**config.mk**
```make
export PLATFORM = sky130hd
export DESIGN_NAME = fetch_ctrl
export DESIGN_NICKNAME = d
export VERILOG_FILES = /design/src/rtl/fetch_ctrl.sv
export SDC_FILE = /design/constraint.sdc
export NUM_CORES = 1
export LEC_CHECK = 0
export ABC_AREA = 1
export BUFFER_PORTS_ARGS = -buffer_cell sky130_fd_sc_hd__clkbuf_2
export CAP_MARGIN = 20
export CORE_ASPECT_RATIO = 1.25
export CORE_MARGIN = 5
export CORE_UTILIZATION = 25
export DETAILED_ROUTE_END_ITERATION = 6
export GPL_TIMING_DRIVEN = 0
export HOLD_SLACK_MARGIN = 0.08
export PLACE_DENSITY = 0.45
export SETUP_SLACK_MARGIN = 0.02
export SLEW_MARGIN = 20
export SYNTH_ARGS = -nofsm -noshare
export SYNTH_HDL_FRONTEND = slang
export SYNTH_SLANG_ARGS = --single-unit
export TNS_END_PERCENT = 5
```
**constraint.sdc**
```tcl
create_clock -name clock -period 2.75 [get_ports clock]
set_input_delay 0 -clock clock [delete_from_list [all_inputs] [get_ports clock]]
set_output_delay 0 -clock clock [all_outputs]
set_load 0.01 [all_outputs]
```
**src/rtl/fetch_ctrl.sv**
```systemverilog
// -----------------------------------------------------------------------------
// fetch_ctrl
//
// Instruction fetch controller. It holds the program counter and the
// instruction register, and runs a single read transaction against
// instruction memory for each accepted fetch request. A read that gets no
// mem_ready within MAX_WAIT cycles locks the block into a sticky FAULT state.
// Only reset leaves that state.
//
// Ports
//   clock      in   sole clock, rising edge
//   reset      in   synchronous, active-high reset
//   fetch_req  in   fetch the next instruction (sampled in IDLE only)
//   jump       in   load pc from jump_addr (sampled in IDLE only)
//   jump_addr  in   jump target
//   mem_addr   out  read address (always equal to pc)
//   mem_read   out  read strobe, high in READ
//   mem_ready  in   read data valid this cycle
//   mem_data   in   read data
//   opcode     out  upper OPCODE_WIDTH bits of ir
//   operand    out  remaining low bits of ir
//   pc         out  current program counter
//   ir_valid   out  ir holds a completed fetch
//   busy       out  high in READ and FAULT
//   fault      out  read timeout occurred, sticky until reset
//
// Every output comes from a register or from a decode of the state
// register. No input reaches an output combinationally.
// -----------------------------------------------------------------------------
module fetch_ctrl #(
  parameter int OPCODE_WIDTH = 7,
  parameter int ADDR_WIDTH   = 16,
  parameter int DATA_WIDTH   = 16,
  parameter int RESET_PC     = 0,
  parameter int MAX_WAIT     = 8
) (
  input  logic                               clock,
  input  logic                               reset,
  input  logic                               fetch_req,
  input  logic                               jump,
  input  logic [ADDR_WIDTH-1:0]              jump_addr,
  output logic [ADDR_WIDTH-1:0]              mem_addr,
  output logic                               mem_read,
  input  logic                               mem_ready,
  input  logic [DATA_WIDTH-1:0]              mem_data,
  output logic [OPCODE_WIDTH-1:0]            opcode,
  output logic [DATA_WIDTH-OPCODE_WIDTH-1:0] operand,
  output logic [ADDR_WIDTH-1:0]              pc,
  output logic                               ir_valid,
  output logic                               busy,
  output logic                               fault
);

  // The wait counter only needs to reach MAX_WAIT-1. The read times out on
  // the cycle that finds the counter at that value with no mem_ready.
  localparam int                WAIT_W    = (MAX_WAIT > 1) ? $clog2(MAX_WAIT) : 1;
  localparam logic [WAIT_W-1:0] WAIT_LAST = WAIT_W'(MAX_WAIT - 1);

  localparam logic [ADDR_WIDTH-1:0] PC_INIT = ADDR_WIDTH'(RESET_PC);
  localparam logic [ADDR_WIDTH-1:0] PC_ONE  = ADDR_WIDTH'(1);

  typedef enum logic [1:0] {
    ST_IDLE  = 2'b00,
    ST_READ  = 2'b01,
    ST_FAULT = 2'b10
  } state_t;

  state_t                  state_r;
  state_t                  state_nxt_s;

  logic [ADDR_WIDTH-1:0]   pc_r;
  logic [DATA_WIDTH-1:0]   ir_r;
  logic                    ir_valid_r;
  logic                    fault_r;
  logic [WAIT_W-1:0]       wait_cnt_r;

  // Control strobes decoded from the current state and inputs
  logic                    load_jump_s;
  logic                    start_s;
  logic                    complete_s;
  logic                    wait_inc_s;
  logic                    timeout_s;

  // State register
  always_ff @(posedge clock) begin
    if (reset) begin
      state_r <= ST_IDLE;
    end else begin
      state_r <= state_nxt_s;
    end
  end

  // Next-state, control strobes and state-decoded outputs
  always_comb begin
    state_nxt_s = state_r;
    load_jump_s = 1'b0;
    start_s     = 1'b0;
    complete_s  = 1'b0;
    wait_inc_s  = 1'b0;
    timeout_s   = 1'b0;
    mem_read    = 1'b0;
    busy        = 1'b0;

    case (state_r)
      ST_IDLE: begin
        // Jump and fetch together: pc takes jump_addr on this edge, so the
        // first READ cycle already presents the jump target.
        load_jump_s = jump;
        if (fetch_req) begin
          start_s     = 1'b1;
          state_nxt_s = ST_READ;
        end else begin
          state_nxt_s = ST_IDLE;
        end
      end

      ST_READ: begin
        mem_read = 1'b1;
        busy     = 1'b1;
        // mem_ready takes priority. Data arriving on the last allowed
        // cycle completes the read instead of faulting.
        if (mem_ready) begin
          complete_s  = 1'b1;
          state_nxt_s = ST_IDLE;
        end else if (wait_cnt_r == WAIT_LAST) begin
          timeout_s   = 1'b1;
          state_nxt_s = ST_FAULT;
        end else begin
          wait_inc_s  = 1'b1;
          state_nxt_s = ST_READ;
        end
      end

      ST_FAULT: begin
        busy        = 1'b1;
        state_nxt_s = ST_FAULT;
      end

      default: begin
        // An illegal encoding recovers to IDLE.
        state_nxt_s = ST_IDLE;
      end
    endcase
  end

  // Program counter: jump load in IDLE, increment on read completion
  always_ff @(posedge clock) begin
    if (reset) begin
      pc_r <= PC_INIT;
    end else if (complete_s) begin
      pc_r <= pc_r + PC_ONE;
    end else if (load_jump_s) begin
      pc_r <= jump_addr;
    end
  end

  // Instruction register. It keeps the old word until a read completes.
  always_ff @(posedge clock) begin
    if (reset) begin
      ir_r <= {DATA_WIDTH{1'b0}};
    end else if (complete_s) begin
      ir_r <= mem_data;
    end
  end

  // ir_valid: cleared when a fetch starts, set when it completes
  always_ff @(posedge clock) begin
    if (reset) begin
      ir_valid_r <= 1'b0;
    end else if (complete_s) begin
      ir_valid_r <= 1'b1;
    end else if (start_s) begin
      ir_valid_r <= 1'b0;
    end
  end

  // Wait counter: consecutive READ cycles without mem_ready
  always_ff @(posedge clock) begin
    if (reset) begin
      wait_cnt_r <= {WAIT_W{1'b0}};
    end else if (start_s) begin
      wait_cnt_r <= {WAIT_W{1'b0}};
    end else if (wait_inc_s) begin
      wait_cnt_r <= wait_cnt_r + WAIT_W'(1);
    end
  end

  // Sticky fault flag, cleared only by reset
  always_ff @(posedge clock) begin
    if (reset) begin
      fault_r <= 1'b0;
    end else if (timeout_s) begin
      fault_r <= 1'b1;
    end
  end

  assign mem_addr = pc_r;
  assign pc       = pc_r;
  assign opcode   = ir_r[DATA_WIDTH-1 -: OPCODE_WIDTH];
  assign operand  = ir_r[DATA_WIDTH-OPCODE_WIDTH-1:0];
  assign ir_valid = ir_valid_r;
  assign fault    = fault_r;

endmodule
```
==> results of run 1 <==
path summary, 6_finish.rpt:
check	from	end	slack, ns	depth (start not counted)
worst max-delay path	state_r[1]	mem_addr[3]	0.57	9
worst min-delay path	jump_addr[12]	mem_addr[12]	0.09	5
worst min register to register	ir_valid	ir_valid	0.46	2
worst max register to register	state_r[1]	mem_addr[3]	0.57	9
final cells by class:
class                   count  area [um^2]
multi-input cells         208          983
clock buffers               5         68.8
flip-flops and latches     39          781
repair buffers            124          806
well taps                  95          119
clock inverters             3         67.6
fillers                   864         4750
plain buffers              25          159
inverters                  27          101
power by group through the flow:
stage	Clock, mW	Sequential (mW)	Combinational, mW
5_1_grt	0.623	0.643	0.333
6_report	0.574	0.637	0.293
2_1_floorplan	0	0.657	0.137
3_5_place_dp	0	0.651	0.255
4_1_cts	0.601	0.638	0.298
3_3_place_gp	0	0.650	0.254
sequential cells by signal (all words and copies together), names as in the netlist:
signal      flops
state_r         2
ir_valid        1
mem_addr       16
ir_r           16
fault           1
wait_cnt_r      3
per-layer routing:
layer,global-route usage,share of wire,vias to the layer above
met2,0.227,0.50,59
met4,0.0447,0.018,0
li1,-,-,1199
met5,0,0,-
met1,0.140,0.41,1011
met3,0.0408,0.065,8
cell usage in the layout, fill, tap and decap left out, types with 4 or more instances in the layout:
cell type	instances
a21oi_1	12
a31oi_1	6
buf_2	4
buf_4	16
clkbuf_2	87
clkbuf_8	5
dfxtp_1	39
dlygate4sd3_1	37
ha_1	6
inv_1	25
nand2_1	51
nand3_1	13
nor2_1	70
o21ai_0	30
worst max-delay path: cells and delay by family (launching register included):
kind            cells  cell delay [ns]
flops               1             0.32
compound gates      1             0.17
fa+ha+maj           1             0.20
simple gates        3             0.38
buf+inv             4             1.05
stage by stage:
step           std cells  utilization  cell area, um^2
6_report             526        0.394             3090
5_1_grt              526        0.394             3090
4_1_cts              526        0.394             3090
3_5_place_dp         481        0.329             2580
3_3_place_gp         481        0.329             2580
2_1_floorplan        299            -             2020
logic make-up (layout without fill, tap and decap cells):
group	Yosys count	after routing	share of synthesized area
simple gates	145	145	0.295
compound gates	55	55	0.145
buf+inv	52	184	0.129
flops	39	39	0.386
fa+ha+maj	6	6	0.0371
xor+xnor	2	2	0.00865
timing repair:
item | 4_1_cts | 5_1_grt
endpoints found under the setup margin | 0 | 0
hold buffers | 37 | 0
hold endpoints to repair | 37 | 0
==> summary.md, run 1 <==
| Metric | Value |
|---|---|
| Vias in the first global route | `2309` |
| Worst setup EP type | `flop` |
| Rows | `36` |
| Crit-path slowest cell | `dlygate4sd3_1` |
| Root buffer cell | `clkbuf_8` |
| Post-Synthesis Cells | `299` |
| Overall via count from detail_route | `between 2000 and 2500` |
| Final Setup Violations | `0` |
| Core ar. | `7840 um^2` |
| DRC viols | `0` |
| Num CTS Buffers | `5` |
| Number of synthesized flops with an enable pin | `0` |
| Internal | `1.11 mW` |
| Logic pwr share | `0.195` |
| Setup TNS | `0 ns` |
| Io pins | `89` |
| Leak | `roughly 1.5 nW` |
| Register share of total power | `0.424` |
| Total track usage | `0.128` |
| CTS H-tree depth | `2` |
| Clock Latency Late Sink | `roughly 0.29 ns` |
| Final slew viol count | `0` |
| WL final | `approximately 6200 um` |
| Headroom to the max-slew limit | `0.672` |
| Final Wtd Congestion | `0.832` |
| Sw power | `~0.39 mW` |
| Layout cells sized above 1 | `0.288` |
| Area contributors post-synth | `dfxtp_1 39%, nor2_1 13%, nand2_1 9.5%, o21ai_0 7.4%, buf_4 5.9%` |
| Fin. Hold Viols | `0` |
| Vias per cell | `~4.3` |
| 1st-pass router iterations | `4` |
| Clock buffer depth | `2` |
| CTS tree | `done` |
| RSZ-0062 raised after global routing | `no` |
| Most frequent cell after synthesis | `nor2_1` |
| Worst-path cell chain | `inv_1 > ha_1 > nand2_1 > inv_1 > nand2_1 > inv_1 > nand2_1 > a31oi_1 > dlygate4sd3_1` |
| Layout Skew | `around 0.0037 ns` |
| Crit path max fanout | `7` |
| Top-area cell type share of the netlist area | `0.386` |
| Sw Ratio | `0.262` |
| DP HPWL | `around 4800 um` |
| Synthesized flop and latch total | `39` |
| Worst-path clk slew | `about 0.080 ns` |
| Asr flop ratio synth | `0` |
| Worst EP required | `2.99 ns` |
| Total power draw | `1.50 mW` |
| Die width | `around 90 um` |
| Fin nets | `473` |
| Antenna Violating Nets Remaining | `0` |
| Final Critical Period | `between 2 and 2.5 ns` |
| Final worst path period share | `0.791` |
| Initial antenna violation count | `0` |
| Type of origin of the critical path | `flop` |
| Cell Area, Synth | `2020 um^2` |
| CP Class | `reg -> reg` |
| Status | `finished clean` |
| ANT cells | `0` |
| Port buffer count | `between 80 and 90` |
| Initial Util | `0.258` |
| GR Overflow Total | `0` |
| YS warnings | `0` |
| Largest net degree at the start of global routing | `14` |
| Average routed wire per standard cell | `11.8 um` |
| Clock share of power | `0.381` |
| Slew at the pin with the worst max-slew slack | `about 0.5 ns` |
| HP Class | `in -> reg` |
| Clock sink count | `39` |
| Peak Freq | `between 400 and 500 MHz` |
| Pre-CTS WS | `0.969 ns` |
| Global-route wire length before repair | `10600 um` |
| Area growth syn-to-layout | `52.4%` |
| Post-CTS Resized | `0` |
| Iter 0 DRT Violations | `57` |
| DIE HEIGHT | `between 100 and 150 um` |
| Main synth FF type | `dfxtp_1` |
| Syn avg cell area | `6.77 um^2` |
| Post-CTS setup buffers | `0` |
| Sequential-to-total area share from yosys stat | `0.386` |
| Setup slack after layout | `0.574 ns` |
| Die area | `10000 um^2` |
| Critical Path AT | `2.41 ns` |
| Distinct cells, synth | `28` |
| Peak supply drop | `295 uV` |
| MaxCap Viol Count | `0` |
| Net Count, Synth | `342` |
| Hold Slack | `approximately 0.09 ns` |
| Post-synth top cells | `70 x nor2_1, 51 x nand2_1, 39 x dfxtp_1, 30 x o21ai_0, 25 x inv_1` |
| Pwr dens | `slightly below 500 nW/um^2` |
| Slowest stage delay, CP | `between 0.5 and 0.6 ns` |
| Most area-hungry cell type in the Yosys netlist | `dfxtp_1` |
(Power assumes the default switching activity.)
==> inputs of run 2 (changes only) <==
Settings changed: ABC_AREA 1 to 0.
Clock period 2.75 ns to 2.23 ns, I/O delays scaled along.
==> summary.md, run 2 <==
| Metric | Value |
|---|---|
| Peak Freq | `516 MHz (+12%)` |
| CTS H-tree depth | `2 (unchanged)` |
| 1st-pass router iterations | `4 (unchanged)` |
| RR Startpoint | `state_r[1]` |
| Rows | `35 (-2.8%)` |
| DP HPWL | `4550 um (-4.5%)` |
| Most common cell after layout, fill and taps aside | `clkbuf_2` |
| Initial antenna violation count | `0 (unchanged)` |
| XOR/XNOR Fraction of Synth Area | `0.00458 (-0.00407)` |
| Leak | `1.32 nW (-12%)` |
| CP Class | `reg -> reg` |
| Clock sink count | `39 (unchanged)` |
| Critical Path AT | `2.15 ns (-0.26 ns)` |
| Multi-input gate area | `938 um^2 (-4.6%)` |
| Status | `finished clean` |
| Setup slack after layout | `0.292 ns (-0.282 ns)` |
| DIE HEIGHT | `108 um (-2.5%)` |
| Initial Util | `0.258 (about the same)` |
| Final Cell Area | `2890 um^2 (-6.2%)` |
| Port buffer count | `87 (unchanged)` |
| Core ar. | `7400 um^2 (-5.6%)` |
| Adder-Cell Fraction of Synth Area | `0.0392 (+0.00216)` |
| Type of origin of the critical path | `flop` |
| Post-Place Cell Area | `2460 um^2 (-4.5%)` |
| HP Class | `in -> reg` |
| Antenna Violating Nets Remaining | `0 (unchanged)` |
| Worst Setup SP | `state_r[1]` |
| Final non-filler cell total | `456 (-13%)` |
| Top-area cell type share of the netlist area | `0.408 (+0.0224)` |
| Die width | `88.2 um (-2.5%)` |
| Peak supply drop | `239 uV (-19%)` |
| Cell Area, Synth | `1910 um^2 (-5.5%)` |
| Largest net degree at the start of global routing | `12 (-2)` |
| Clock share of power | `0.325 (-0.056)` |
| Reg2reg path depth | `7 (-2)` |
| Number of synthesized flops with an enable pin | `0 (unchanged)` |
| Post-synth top cells | `51 x nand2_1, 39 x dfxtp_1, 27 x a21oi_1, 16 x buf_4, 14 x nor2_1` |
| Main combinational cell family by area after synthesis | `simple AND/OR/NAND/NOR gates` |
| Fin. Hold Viols | `0 (unchanged)` |
| GR Overflow Total | `0 (unchanged)` |
| Crit path max fanout | `10 (+3)` |
| Worst setup EP type | `flop` |
| Area contributors post-synth | `dfxtp_1 41%, nand2_1 10%, a21oi_1 7.1%, buf_4 6.3%, ha_1 3.9%` |
| Hold Crit Start | `jump` |
| Commonest cells after routing, fill and taps aside | `88 x clkbuf_2, 51 x nand2_1, 39 x dfxtp_1` |
| Sw Ratio | `0.273 (+0.0107)` |
| Sw power | `0.442 mW (+12%)` |
| Layout cells sized above 1 | `0.321 (+0.0337)` |
| Layout Skew | `0.00131 ns (-0.00243 ns)` |
| Pwr dens | `561 nW/um^2 (+15%)` |
| CTS tree | `done` |
| Placed insts | `415 (-14%)` |
| Global-route wire length before repair | `9830 um (-7.2%)` |
| Pre-CTS WS | `0.295 ns (-0.675 ns)` |
| Core Util, Final | `0.391 (-0.00264)` |
| MaxCap Viol Count | `0 (unchanged)` |
| YS warnings | `0 (unchanged)` |
| Die area | `9510 um^2 (-5.0%)` |
| Hold Crit Depth | `4 (-1)` |
| Post-CTS Resized | `0 (unchanged)` |
| DRC viols | `0 (unchanged)` |
| Most area-hungry cell type in the Yosys netlist | `dfxtp_1` |
| Syn avg cell area | `8.11 um^2 (+20%)` |
| Main synth FF type | `dfxtp_1` |
| Fin nets | `406 (-14%)` |
| Io pins | `89 (unchanged)` |
| Setup TNS | `0 ns (unchanged)` |
| Distinct cells, synth | `38 (+36%)` |
| Asr flop ratio synth | `0 (unchanged)` |
| Root buffer cell | `clkbuf_8` |
| Synthesized flop and latch total | `39 (unchanged)` |
| Net Count, Synth | `279 (-18%)` |
| Simple-Gate Fraction of Synth Area | `0.262 (-0.0332)` |
| ANT cells | `0 (unchanged)` |
| Mux cell area share after synthesis | `0.0209 (+0.0209)` |
| Sequential-to-total area share from yosys stat | `0.408 (+0.0224)` |
| Final Wtd Congestion | `0.766 (-7.9%)` |
| Overall via count from detail_route | `2066 (-9.3%)` |
| Total track usage | `0.132 (+0.00453)` |
| Clock Latency Late Sink | `0.29 ns (about the same)` |
| Clock buffer depth | `2 (unchanged)` |
| Vias per cell | `4.53 (+4.7%)` |
| Iter 0 DRT Violations | `51 (-11%)` |
| Post-Synthesis Cells | `236 (-21%)` |
| Most frequent cell after synthesis | `nand2_1` |
| Final slew viol count | `0 (unchanged)` |
| Register area | `781 um^2 (unchanged)` |
| Worst-path clk slew | `0.07 ns (about the same)` |
| Headroom to the max-slew limit | `0.608 (-0.0637)` |
| Final-layout fill cell count | `779 (-9.8%)` |
| WL final | `6080 um (-2.0%)` |
| Logic pwr share | `0.198 (+0.003)` |
| Worst EP required | `2.44 ns (-0.55 ns)` |
| Num CTS Buffers | `5 (unchanged)` |
| RSZ-0062 raised after global routing | `no` |
| Synth Area in Compound Gates | `0.164 (+0.0189)` |
| Average routed wire per standard cell | `13.3 um (+13%)` |
| Area growth syn-to-layout | `51.3%` |
| Internal | `1.18 mW (+6.3%)` |
| Register share of total power | `0.477 (+0.053)` |
| Slew at the pin with the worst max-slew slack | `0.587 ns (+0.0956 ns)` |
| Final Critical Period | `1.94 ns (-0.238 ns)` |
| Final worst path period share | `0.869 (+0.0778)` |
| Vias in the first global route | `1972 (-15%)` |
| Final Setup Violations | `0 (unchanged)` |
==> run 2: power by group through the flow <==
stage	sequential (mW)	clock, mW	combinational, mW
2_1_floorplan	0.795	0	0.143
3_3_place_gp	0.789	0	0.280
3_5_place_dp	0.790	0	0.281
4_1_cts	0.774	0.561	0.328
5_1_grt	0.781	0.580	0.358
6_report	0.773	0.528	0.321
==> run 2: metrics by stage <==
stage          hold slack, ns  power [mW]
2_1_floorplan           0.136       0.938
3_3_place_gp            0.224        1.07
3_5_place_dp            0.228        1.07
4_1_cts                0.0892        1.66
5_1_grt                 0.134        1.72
6_report               0.0981        1.62
==> run 2: area by class of cell <==
type                       instances  share of cell area
clock buffer                       8              0.0346
tap                               92              0.0398
inverter                           3             0.00389
buffer                            29              0.0631
sequential                        39               0.270
multi-input combinational        165               0.324
timing repair buffer             120               0.265
==> run 2: worst max-delay path, cell delays in order (launching register included) <==
cell	delay [ns]
dfxtp_1	0.35
inv_1	0.08
ha_1	0.27
and2_1	0.23
nor2_1	0.34
buf_2	0.33
nand2_1	0.08
o2111ai_1	0.18
==> run 2: logic make-up after synthesis <==
| kind of cell | count (synthesis) |
|---|---|
| buffers and inverters | 32 |
| and+or+nand+nor | 103 |
| adders and majority gates | 6 |
| xor gates and xnor gates | 1 |
| muxes | 4 |
| AOI/OAI and AO/OA | 51 |
| DFF | 39 |
==> run 2: final timing paths <==
kind,endpoint,slack [ns]
max,mem_addr[13],0.29
min,mem_addr[14],0.1
max reg2reg,mem_addr[13],0.29
min reg2reg,ir_r[1],0.46
==> run 2: metal layers <==
metal / vias up / share of wire / global-route usage
met4: 0 / 0.016 / 0.0486
met3: 7 / 0.046 / 0.0245
li1: 1070 / - / -
met2: 43 / 0.50 / 0.229
met1: 946 / 0.44 / 0.159
met5: - / 0 / 0
==> run 2: timing repair <==
action                     CTS  global route
setup endpoints to repair    0             0
setup buffers                0             0
hold buffers                33             0
hold endpoints to repair    35             0
==> inputs of run 3 (changes only) <==
Settings changed: CORE_ASPECT_RATIO 1.25 to 1.75.
==> summary.md, run 3 (same netlist as run 2, synthesis figures left out) <==
| Metric | Value |
|---|---|
| Layout cells sized above 1 | `0.321 (unchanged)` |
| Final Setup Violations | `0 (unchanged)` |
| Critical Path AT | `2.09 ns (-0.06 ns)` |
| Slowest stage delay, CP | `0.45 ns (+0.10 ns)` |
| DRC viols | `0 (unchanged)` |
| RR Startpoint | `state_r[1]` |
| Post-Place Cell Area | `2460 um^2 (-0.20%)` |
| Initial Util | `0.255 (-0.00392)` |
| Post-CTS Resized | `0 (unchanged)` |
| Worst EP required | `2.39 ns (-0.05 ns)` |
| Worst-path clk slew | `0.06 ns (about the same)` |
| Slew at the pin with the worst max-slew slack | `0.605 ns (+0.0176 ns)` |
| Die width | `76.1 um (-14%)` |
| Clock Latency Late Sink | `0.28 ns (about the same)` |
| Global-route wire length before repair | `10300 um (+5.1%)` |
| Vias per cell | `4.58 (+0.98%)` |
| Overall via count from detail_route | `2068 (+0.097%)` |
| Largest net degree at the start of global routing | `12 (unchanged)` |
| Fin. Hold Viols | `0 (unchanged)` |
| Sw Ratio | `0.257 (-0.0161)` |
| Area growth syn-to-layout | `54.0%` |
| Worst-path cell chain | `inv_1 > ha_1 > nand2_1 > clkbuf_1 > nor2_1 > a221oi_1 > nor2_1` |
| Layout Skew | `0.00502 ns (+0.00371 ns)` |
| Final Critical Period | `1.93 ns (-0.00728 ns)` |
| Total track usage | `0.134 (+0.00195)` |
| Peak supply drop | `321 uV (+34%)` |
| Clock sink count | `39 (unchanged)` |
| Average routed wire per standard cell | `14.0 um (+5.1%)` |
| Type of origin of the critical path | `flop` |
| Most common cell after layout, fill and taps aside | `clkbuf_2` |
| GR Overflow Total | `0 (unchanged)` |
| Multi-input gate area | `938 um^2 (unchanged)` |
| Peak Freq | `518 MHz (+0.38%)` |
| DP HPWL | `4750 um (+4.4%)` |
| Met3 WL post-DR | `269 um (-3.6%)` |
| Final Cell Area | `2950 um^2 (+1.8%)` |
| WL final | `6330 um (+4.1%)` |
| DIE HEIGHT | `126 um (+17%)` |
| Pwr dens | `628 nW/um^2 (+12%)` |
| Fin nets | `406 (unchanged)` |
| Iter 0 DRT Violations | `84 (+65%)` |
| Core ar. | `7510 um^2 (+1.5%)` |
| Antenna Violating Nets Remaining | `0 (unchanged)` |
| Initial antenna violation count | `0 (unchanged)` |
| Final Wtd Congestion | `0.722 (-5.7%)` |
| Most frequent CP cell | `nor2_1` |
| Status | `finished clean` |
| HP Class | `in -> reg` |
| Worst setup EP type | `flop` |
| Io pins | `89 (unchanged)` |
| RSZ-0062 raised after global routing | `no` |
| CP Class | `reg -> reg` |
| Crit path max fanout | `10 (unchanged)` |
| Root buffer cell | `clkbuf_16` |
| Clock share of power | `0.408 (+0.083)` |
| Logic pwr share | `0.174 (-0.024)` |
| Setup TNS | `0 ns (unchanged)` |
| CTS H-tree depth | `2 (unchanged)` |
| Register area | `781 um^2 (unchanged)` |
| Clock buffer depth | `2 (unchanged)` |
| CTS tree | `done` |
| WL met1 | `2530 um (-5.2%)` |
| Worst Setup SP | `state_r[1]` |
| Final slew viol count | `0 (unchanged)` |
| Port buffer count | `87 (unchanged)` |
| Leak | `1.34 nW (+1.9%)` |
| Commonest cells after routing, fill and taps aside | `88 x clkbuf_2, 51 x nand2_1, 39 x dfxtp_1` |
| 1st-pass router iterations | `3 (-1)` |
| Headroom to the max-slew limit | `0.597 (-0.0118)` |
| Die area | `9570 um^2 (+0.61%)` |
| Rows | `42 (+20%)` |
| Final-layout fill cell count | `837 (+7.4%)` |
| Register share of total power | `0.418 (-0.059)` |
| Met2 WL post-DR | `3380 um (+12%)` |
| Crit-path slowest cell | `clkbuf_1` |
| Internal | `1.38 mW (+17%)` |
| Num CTS Buffers | `5 (unchanged)` |
| Final worst path period share | `0.866 (-0.00326)` |
| ANT cells | `0 (unchanged)` |
| Max layer used | `met4` |
| Hold Crit Start | `jump` |
| MaxCap Viol Count | `0 (unchanged)` |
| Vias in the first global route | `2098 (+6.4%)` |
| Sw power | `0.475 mW (+7.3%)` |
run 3: changes by cell type in the layout (fill, tap and decap cells not counted):
cell	change
clkbuf_16	+5
clkbuf_8	-5
run 3: layout make-up:
class / count / area share
Timing Repair Buffer: 120 / 0.260
Multi-Input combinational cell: 165 / 0.319
Inverter: 3 / 0.00382
Clock buffer: 8 / 0.0531
Buffer: 29 / 0.0620
Sequential cell: 39 / 0.265
Tap cell: 88 / 0.0374
run 3: repair_timing:
item                                   in CTS  in global routing
setup buffers                               0                  0
endpoints found under the hold margin      34                  0
hold buffers                               33                  0
run 3: per-stage QoR:
step / total power, mW / hold WS [ns] / utilization / setup WS, ns / std cells
finish: 1.85 / 0.123 / 0.392 / 0.299 / 452
global route: 1.95 / 0.152 / 0.392 / 0.129 / 452
CTS: 1.88 / 0.112 / 0.392 / 0.265 / 452
detailed placement: 1.07 / 0.231 / 0.327 / 0.275 / 411
global placement: 1.07 / 0.226 / 0.327 / 0.286 / 411
floorplan: 0.938 / 0.136 / - / 0.642 / 236
run 3: path summary, 6_finish.rpt:
kind,depth (start not counted),slack (ns),to
worst min register to register,2,0.45,ir_r[5]
worst max-delay path,7,0.30,mem_addr[0]
worst max register to register,7,0.30,mem_addr[0]
worst min-delay path,4,0.12,mem_addr[14]
run 3: layer usage:
metal  track usage  vias up
met2         0.245       45
met4        0.0649        0
met3        0.0321        9
met5             0        -
li1              -     1072
met1         0.140      942
run 3: critical path, delay by kind of cell, from the launching register on:
| kind | cells | cell delay (ns) |
|---|---|---|
| AO/OA/AOI/OAI | 1 | 0.22 |
| adder cells (fa/ha/maj) | 1 | 0.27 |
| flip-flops | 1 | 0.35 |
| AND/OR/NAND/NOR | 3 | 0.43 |
| buffers and inverters | 2 | 0.53 |
run 3: power groups by stage:
stage          clock network, mW  logic, mW  registers [mW]
3_5_place_dp                   0      0.283           0.790
4_1_cts                    0.777      0.330           0.775
3_3_place_gp                   0      0.281           0.790
2_1_floorplan                  0      0.143           0.795
6_report                   0.754      0.322           0.774
5_1_grt                    0.811      0.355           0.782
